===== src/rtl/anneal_sequencer.sv =====
// anneal_sequencer: per-iteration command sequencer for the replica array,
// issuing random/distance/Metropolis commands with periodic replica exchange.
package anneal_pkg;
    typedef enum logic [1:0] {THR = 2'd0, OR1 = 2'd1, TWO = 2'd2} opt_command_t;
    typedef enum logic [1:0] {NOP = 2'd0, SELF = 2'd1, FOLW = 2'd2} exchange_command_t;
endpackage

module anneal_sequencer
    import anneal_pkg::*;
#(
    parameter int DIST_WAIT  = 21,
    parameter int METRO_WAIT = 2,
    parameter int EXCH_WAIT  = 6
) (
    input  logic              clk,
    input  logic              reset,
    input  logic              start,
    input  logic              abort,
    input  logic [31:0]       iter_num,
    input  logic [15:0]       exch_interval,
    input  logic [1:0]        op_mode,
    output logic              random_run,
    output logic              run_distance,
    output opt_command_t      opt_com,
    output logic              run_command,
    output exchange_command_t c_exchange,
    output exchange_command_t c_metropolis,
    output logic              busy,
    output logic              done,
    output logic [31:0]       iter_count
);
    typedef enum logic [3:0] {IDLE, RAND, DIST, DWAIT, METRO, MWAIT, EXCH, EFOLW, EWAIT, FIN} state_t;

    state_t            state, state_d;
    logic [15:0]       wcnt, wcnt_d, ecnt, ecnt_d, exi, exi_d, wlen;
    logic [31:0]       itn, itn_d, cnt_d;
    logic [1:0]        mode, mode_d;
    logic              hold, hold_d, last, waiting;
    logic              rr_d, rd_d, rc_d, busy_d, done_d;
    opt_command_t      op, oc_d;
    exchange_command_t cm_d;

    assign op      = mode == 2'd1 ? TWO : (mode == 2'd2 && iter_count[0]) ? TWO : OR1;
    assign wlen    = state == DWAIT ? 16'(DIST_WAIT) : state == MWAIT ? 16'(METRO_WAIT) : 16'(EXCH_WAIT);
    assign waiting = state == DWAIT || state == MWAIT || state == EWAIT;
    assign last    = wcnt + 16'd1 >= wlen;

    // Outputs are registered decodes of the current state, so each command
    // appears one cycle after its state is entered.
    always_comb begin
        state_d = state;
        wcnt_d  = (waiting && !last) ? wcnt + 16'd1 : 16'd0;
        ecnt_d  = ecnt;
        exi_d   = exi;
        itn_d   = itn;
        mode_d  = mode;
        hold_d  = hold;
        cnt_d   = iter_count;
        rr_d    = state == RAND;
        rd_d    = state == DIST;
        rc_d    = state == EXCH;
        cm_d    = state == METRO ? SELF : state == EFOLW ? FOLW : NOP;
        oc_d    = (state == RAND || state == DIST || state == DWAIT) ? op : THR;
        busy_d  = state != IDLE;
        done_d  = state == FIN && !hold;
        case (state)
            IDLE: if (start && !busy) begin
                itn_d  = iter_num;
                exi_d  = exch_interval;
                ecnt_d = exch_interval;
                mode_d = op_mode == 2'd3 ? 2'd0 : op_mode;
                if (iter_num != 32'd0) begin
                    state_d = RAND;
                    cnt_d   = 32'd0;
                end else begin
                    state_d = FIN;
                    hold_d  = 1'b1;
                end
            end
            RAND:  state_d = DIST;
            DIST:  state_d = DWAIT;
            DWAIT: state_d = last ? METRO : DWAIT;
            METRO: state_d = MWAIT;
            MWAIT: if (last) begin
                cnt_d  = iter_count + 32'd1;
                ecnt_d = ecnt - 16'd1;
                if (ecnt == 16'd1 && exi != 16'd0) begin
                    state_d = EXCH;
                    ecnt_d  = exi;
                end else begin
                    state_d = (iter_count + 32'd1 == itn) ? FIN : RAND;
                end
            end
            EXCH:  state_d = EFOLW;
            EFOLW: state_d = EWAIT;
            EWAIT: state_d = last ? ((iter_count == itn) ? FIN : RAND) : EWAIT;
            // a zero-iteration run lingers one extra cycle in FIN
            FIN: begin
                hold_d  = 1'b0;
                state_d = hold ? FIN : IDLE;
            end
            default: state_d = IDLE;
        endcase
        if (abort && state != IDLE) begin
            state_d = IDLE;
            wcnt_d  = 16'd0;
            hold_d  = 1'b0;
            cnt_d   = iter_count;
            rr_d    = 1'b0;
            rd_d    = 1'b0;
            rc_d    = 1'b0;
            cm_d    = NOP;
            oc_d    = THR;
            busy_d  = 1'b0;
            done_d  = 1'b0;
        end
    end

    always_ff @(posedge clk or negedge reset) begin
        if (!reset) begin
            state        <= IDLE;
            wcnt         <= 16'd0;
            ecnt         <= 16'd0;
            exi          <= 16'd0;
            itn          <= 32'd0;
            mode         <= 2'd0;
            hold         <= 1'b0;
            iter_count   <= 32'd0;
            random_run   <= 1'b0;
            run_distance <= 1'b0;
            run_command  <= 1'b0;
            opt_com      <= THR;
            c_exchange   <= NOP;
            c_metropolis <= NOP;
            busy         <= 1'b0;
            done         <= 1'b0;
        end else begin
            state        <= state_d;
            wcnt         <= wcnt_d;
            ecnt         <= ecnt_d;
            exi          <= exi_d;
            itn          <= itn_d;
            mode         <= mode_d;
            hold         <= hold_d;
            iter_count   <= cnt_d;
            random_run   <= rr_d;
            run_distance <= rd_d;
            run_command  <= rc_d;
            opt_com      <= oc_d;
            c_exchange   <= NOP;
            c_metropolis <= cm_d;
            busy         <= busy_d;
            done         <= done_d;
        end
    end
endmodule

===== config.mk =====
export PLATFORM = sky130hd
export DESIGN_NAME = anneal_sequencer
export DESIGN_NICKNAME = d
export VERILOG_FILES = /design/src/rtl/anneal_sequencer.sv
export SDC_FILE = /design/constraint.sdc
export NUM_CORES = 1
export LEC_CHECK = 0
export ABC_AREA = 1
export BUFFER_PORTS_ARGS = -buffer_cell sky130_fd_sc_hd__buf_2
export CAP_MARGIN = 20
export CORE_UTILIZATION = 45
export CTS_CLUSTER_SIZE = 24
export DETAILED_ROUTE_END_ITERATION = 8
export HOLD_SLACK_MARGIN = 0.15
export PLACE_DENSITY = 0.67
export REMOVE_ABC_BUFFERS = 1
export SETUP_SLACK_MARGIN = 0.4
export SLEW_MARGIN = 30
export SYNTH_ARGS = -nofsm -noshare
export SYNTH_HDL_FRONTEND = slang
export SYNTH_SLANG_ARGS = --single-unit

===== constraint.sdc =====
create_clock -name clk -period 2.8 [get_ports clk]
set_input_delay 0.56 -clock clk [delete_from_list [all_inputs] [get_ports clk]]
set_output_delay 0.56 -clock clk [all_outputs]
set_load 0.03 [all_outputs]

==> out/metrics.yaml <==
synthesis:
  yosysUniqueCellTypes: 43
  synth_seq_cells: 128
  synth_edf_count: 0
  synth.area.top_cells: "dfrtp_1, nand2_1, inv_1"
  ys_warn_count: 0
  yosysTopAreaCell: "dfrtp_1"
  synth.avg_cell_area_um2: 6.975
  syn_inst: 1152
  async_reset_ff_share_pct: 100.0
  synth_top_area_share_pct: 39.86
  ys_seq_area_share_pct: 39.86
  synth-main-ff-cell: "dfrtp_1"
  synth_area_um2: 8035
clock_tree:
  cts_made_buffers: 17
  cts_tree: "yes"
  cts_root_buf: "clkbuf_16"
  clock_latency_ns: 0.42
  cts_sinks: 128
  cts.clk_slew.worst_paths_ns: 0.06
  clockBufferDepth: 2
  htree_levels: 4
global_routing:
  grt.overflow.total: 0
  grt_max_degree: 91
  grt_pass1_wl_mm: 35.98
  antenna_found_initial: 0
  grt_pass1_vias: 7247
  grtUsageTotal_pct: 25.11
finish:
  drive_gt1_share_pct: 17.23
  mostFrequentLayoutCell: "nand2_1"
  finalInstanceArea_um2: 9922
  syn2layout_area_growth_pct: 23.48
  nFillCells: 1608
  antenna_cells: 0
  final_nets: 1341
  fin_cells: 1519
  mostFrequentLayoutCells: "nand2_1, inv_1, dfrtp_1"
setup_path:
  r2r_cells: 15
  cp_max_fo: 5
  critPathRequiredTime_ns: 3.15
  reg2reg_to: "wcnt[3]"
  critPathArrivalTime_ns: 2.80
  rrSetupSlack_ns: 0.35
  worst_setup_path_start_kind: "flip-flop"
  r2r_start: "wcnt[0]"
  critPathCaptureType: "flip-flop"
  critical_path_class: "reg2reg"
floorplanning:
  fp.dieW_um: 135.6
  core_area_um2: 17360
  die_y_um: 135.6
  start_util_pct: 46.29
  die_area_um2: 18390
  io_pins: 97
  rows: 48
sta:
  fmax_mhz: 408.4
  setup-violations-final: 0
  max_slew_margin_pct: 47.34
  drv_slew: 0
  worstMarginPinSlew_ns: 0.7899
  fin_skew_ns: 0.009727
  hold_violations: 0
  fin_crit_sh_pct: 87.44
  rsz0062_at_grt: "true"
  period_needed_ns: 2.448
hold_path:
  hp-class: "in2reg"
  min-delay-start: "op_mode[0]"
  hold-path-endpoint: "mode[1]"
  worstHoldPathCells: 2
routing:
  via_per_inst: 5.121
  drt_wl_total_mm: 21.96
  vias: 7779
  firstDrtPassIters: 5
  drt_iter0_drc: 619
  drcViolationCount: 0
  ant_nets: 0
  wl_per_cell_um: 14.45
power:
  power.leakage_uw: 0.005005
  peakVddDrop_v: 0.0005343
  powerDensity_nw_per_um2: 856.7
placement:
  placed_area_um2: 8823
  dp.cells: 1464
  portBuffers: 94
  gp_congestion: 0.9669
  dp_hpwl_mm: 15.13
outcome:
  run_status: "complete, no violations"
flow_run:
  cap_violations: 0
## sequential cells by signal (all words and copies together) (netlist names), 4 cells and up
| signal | cells |
|---|---|
| ecnt | 16 |
| exi | 16 |
| iter_count | 32 |
| itn | 32 |
| state | 4 |
| wcnt | 16 |
## critical path, stage by stage (launching register included)
cell and delay, ns:
dfrtp_2 0.43, ha_4 0.18, nand2_2 0.08, inv_2 0.04, nor2_2 0.09, ha_1 0.26
a21oi_2 0.13, nand3_1 0.08, nand2_1 0.06, nand2_1 0.05, nor2_2 0.14, nand3_4 0.12
buf_4 0.17, nand3b_1 0.26, buf_4 0.20, nor2_1 0.08
## metrics by stage
step	worst slack [ns]	TNS, ns	hold WS (ns)	utilization [%]	power, uW
after floorplan	-1.101	-40.11	0.2644	-	4630
after global placement	0.2595	0	0.4677	50.84	5424
after detailed placement	0.1855	0	0.4757	50.84	5472
after CTS	0.4005	0	0.3491	56.04	8327
after global routing	0.1702	0	0.3437	57.17	9114
final	0.3517	0	0.3571	57.17	8501
## worst max-delay path by stage
| stage | endpoint | start | slack [ns] |
|---|---|---|---|
| final | wcnt[3] | wcnt[0] | 0.35 |
| after floorplan | iter_count[11] | state[0] | -1.10 |
| after CTS | iter_count[9] | wcnt[0] | 0.40 |
| after global routing | iter_count[2] | wcnt[0] | 0.17 |
| after detailed placement | iter_count[26] | wcnt[0] | 0.19 |
| after global placement | iter_count[26] | wcnt[0] | 0.26 |
## layout make-up
type                    instances  area, um^2  area share (%)
clock buffers                  19       452.9           4.565
well taps                     225       281.5           2.837
flip-flops and latches        128        3207           32.32
inverters                     167       626.9           6.318
repair buffers                134       920.9           9.281
clock inverters                13       232.7           2.346
multi-input cells             833        4200           42.33
## synthesized netlist by cell type, drive strengths merged, types with 2 or more instances
| cell | number |
|---|---|
| a21o | 2 |
| a21oi | 22 |
| a31oi | 4 |
| buf | 12 |
| clkbuf | 24 |
| dfrtp | 128 |
| ha | 6 |
| inv | 166 |
| nand2 | 327 |
| nand3 | 53 |
| nand3b | 6 |
| nand4 | 38 |
| nor2 | 142 |
| nor3 | 18 |
| o21ai | 111 |
| o21bai | 7 |
| o221a | 2 |
| o221ai | 4 |
| o22ai | 7 |
| or2 | 3 |
| xnor2 | 22 |
| xor2 | 40 |
## per-layer routing
metal | wire [um] | vias to the layer above | track usage (%)
met1 | 10330 | 3602 | 34.88
met3 | 1291 | 27 | 4.976
li1 | - | 3895 | -
met5 | 0 | - | 0
met2 | 9973 | 255 | 39.00
met4 | 357 | 0 | 8.177
## power breakdown
part | total, uW | internal [uW] | leakage [uW] | switching (uW)
clock network | 2580 | 1720 | 0.000322 | 863
registers | 2770 | 2370 | 0.00165 | 396
logic | 3150 | 1220 | 0.00304 | 1930
## what timing repair did
item                                    in CTS  in global routing
resized for setup                           14                 35
gates cloned                                 2                  2
pin swaps                                    6                  8
hold endpoints to repair                     1                  0
endpoints found under the setup margin      57                 57
hold buffers                                 1                  0
buffers inserted                            13                  5
## cell families after synthesis
logic type	Yosys count	share of synthesized area [%]
XOR/XNOR	62	6.758
AND/OR/NAND/NOR	588	30.97
flip-flops	128	39.86
adder cells (fa/ha/maj)	6	0.9343
other	1	0.04667
buffers and inverters	203	10.12
AO/OA/AOI/OAI	164	11.30
Power figures use the tool's default switching activity.
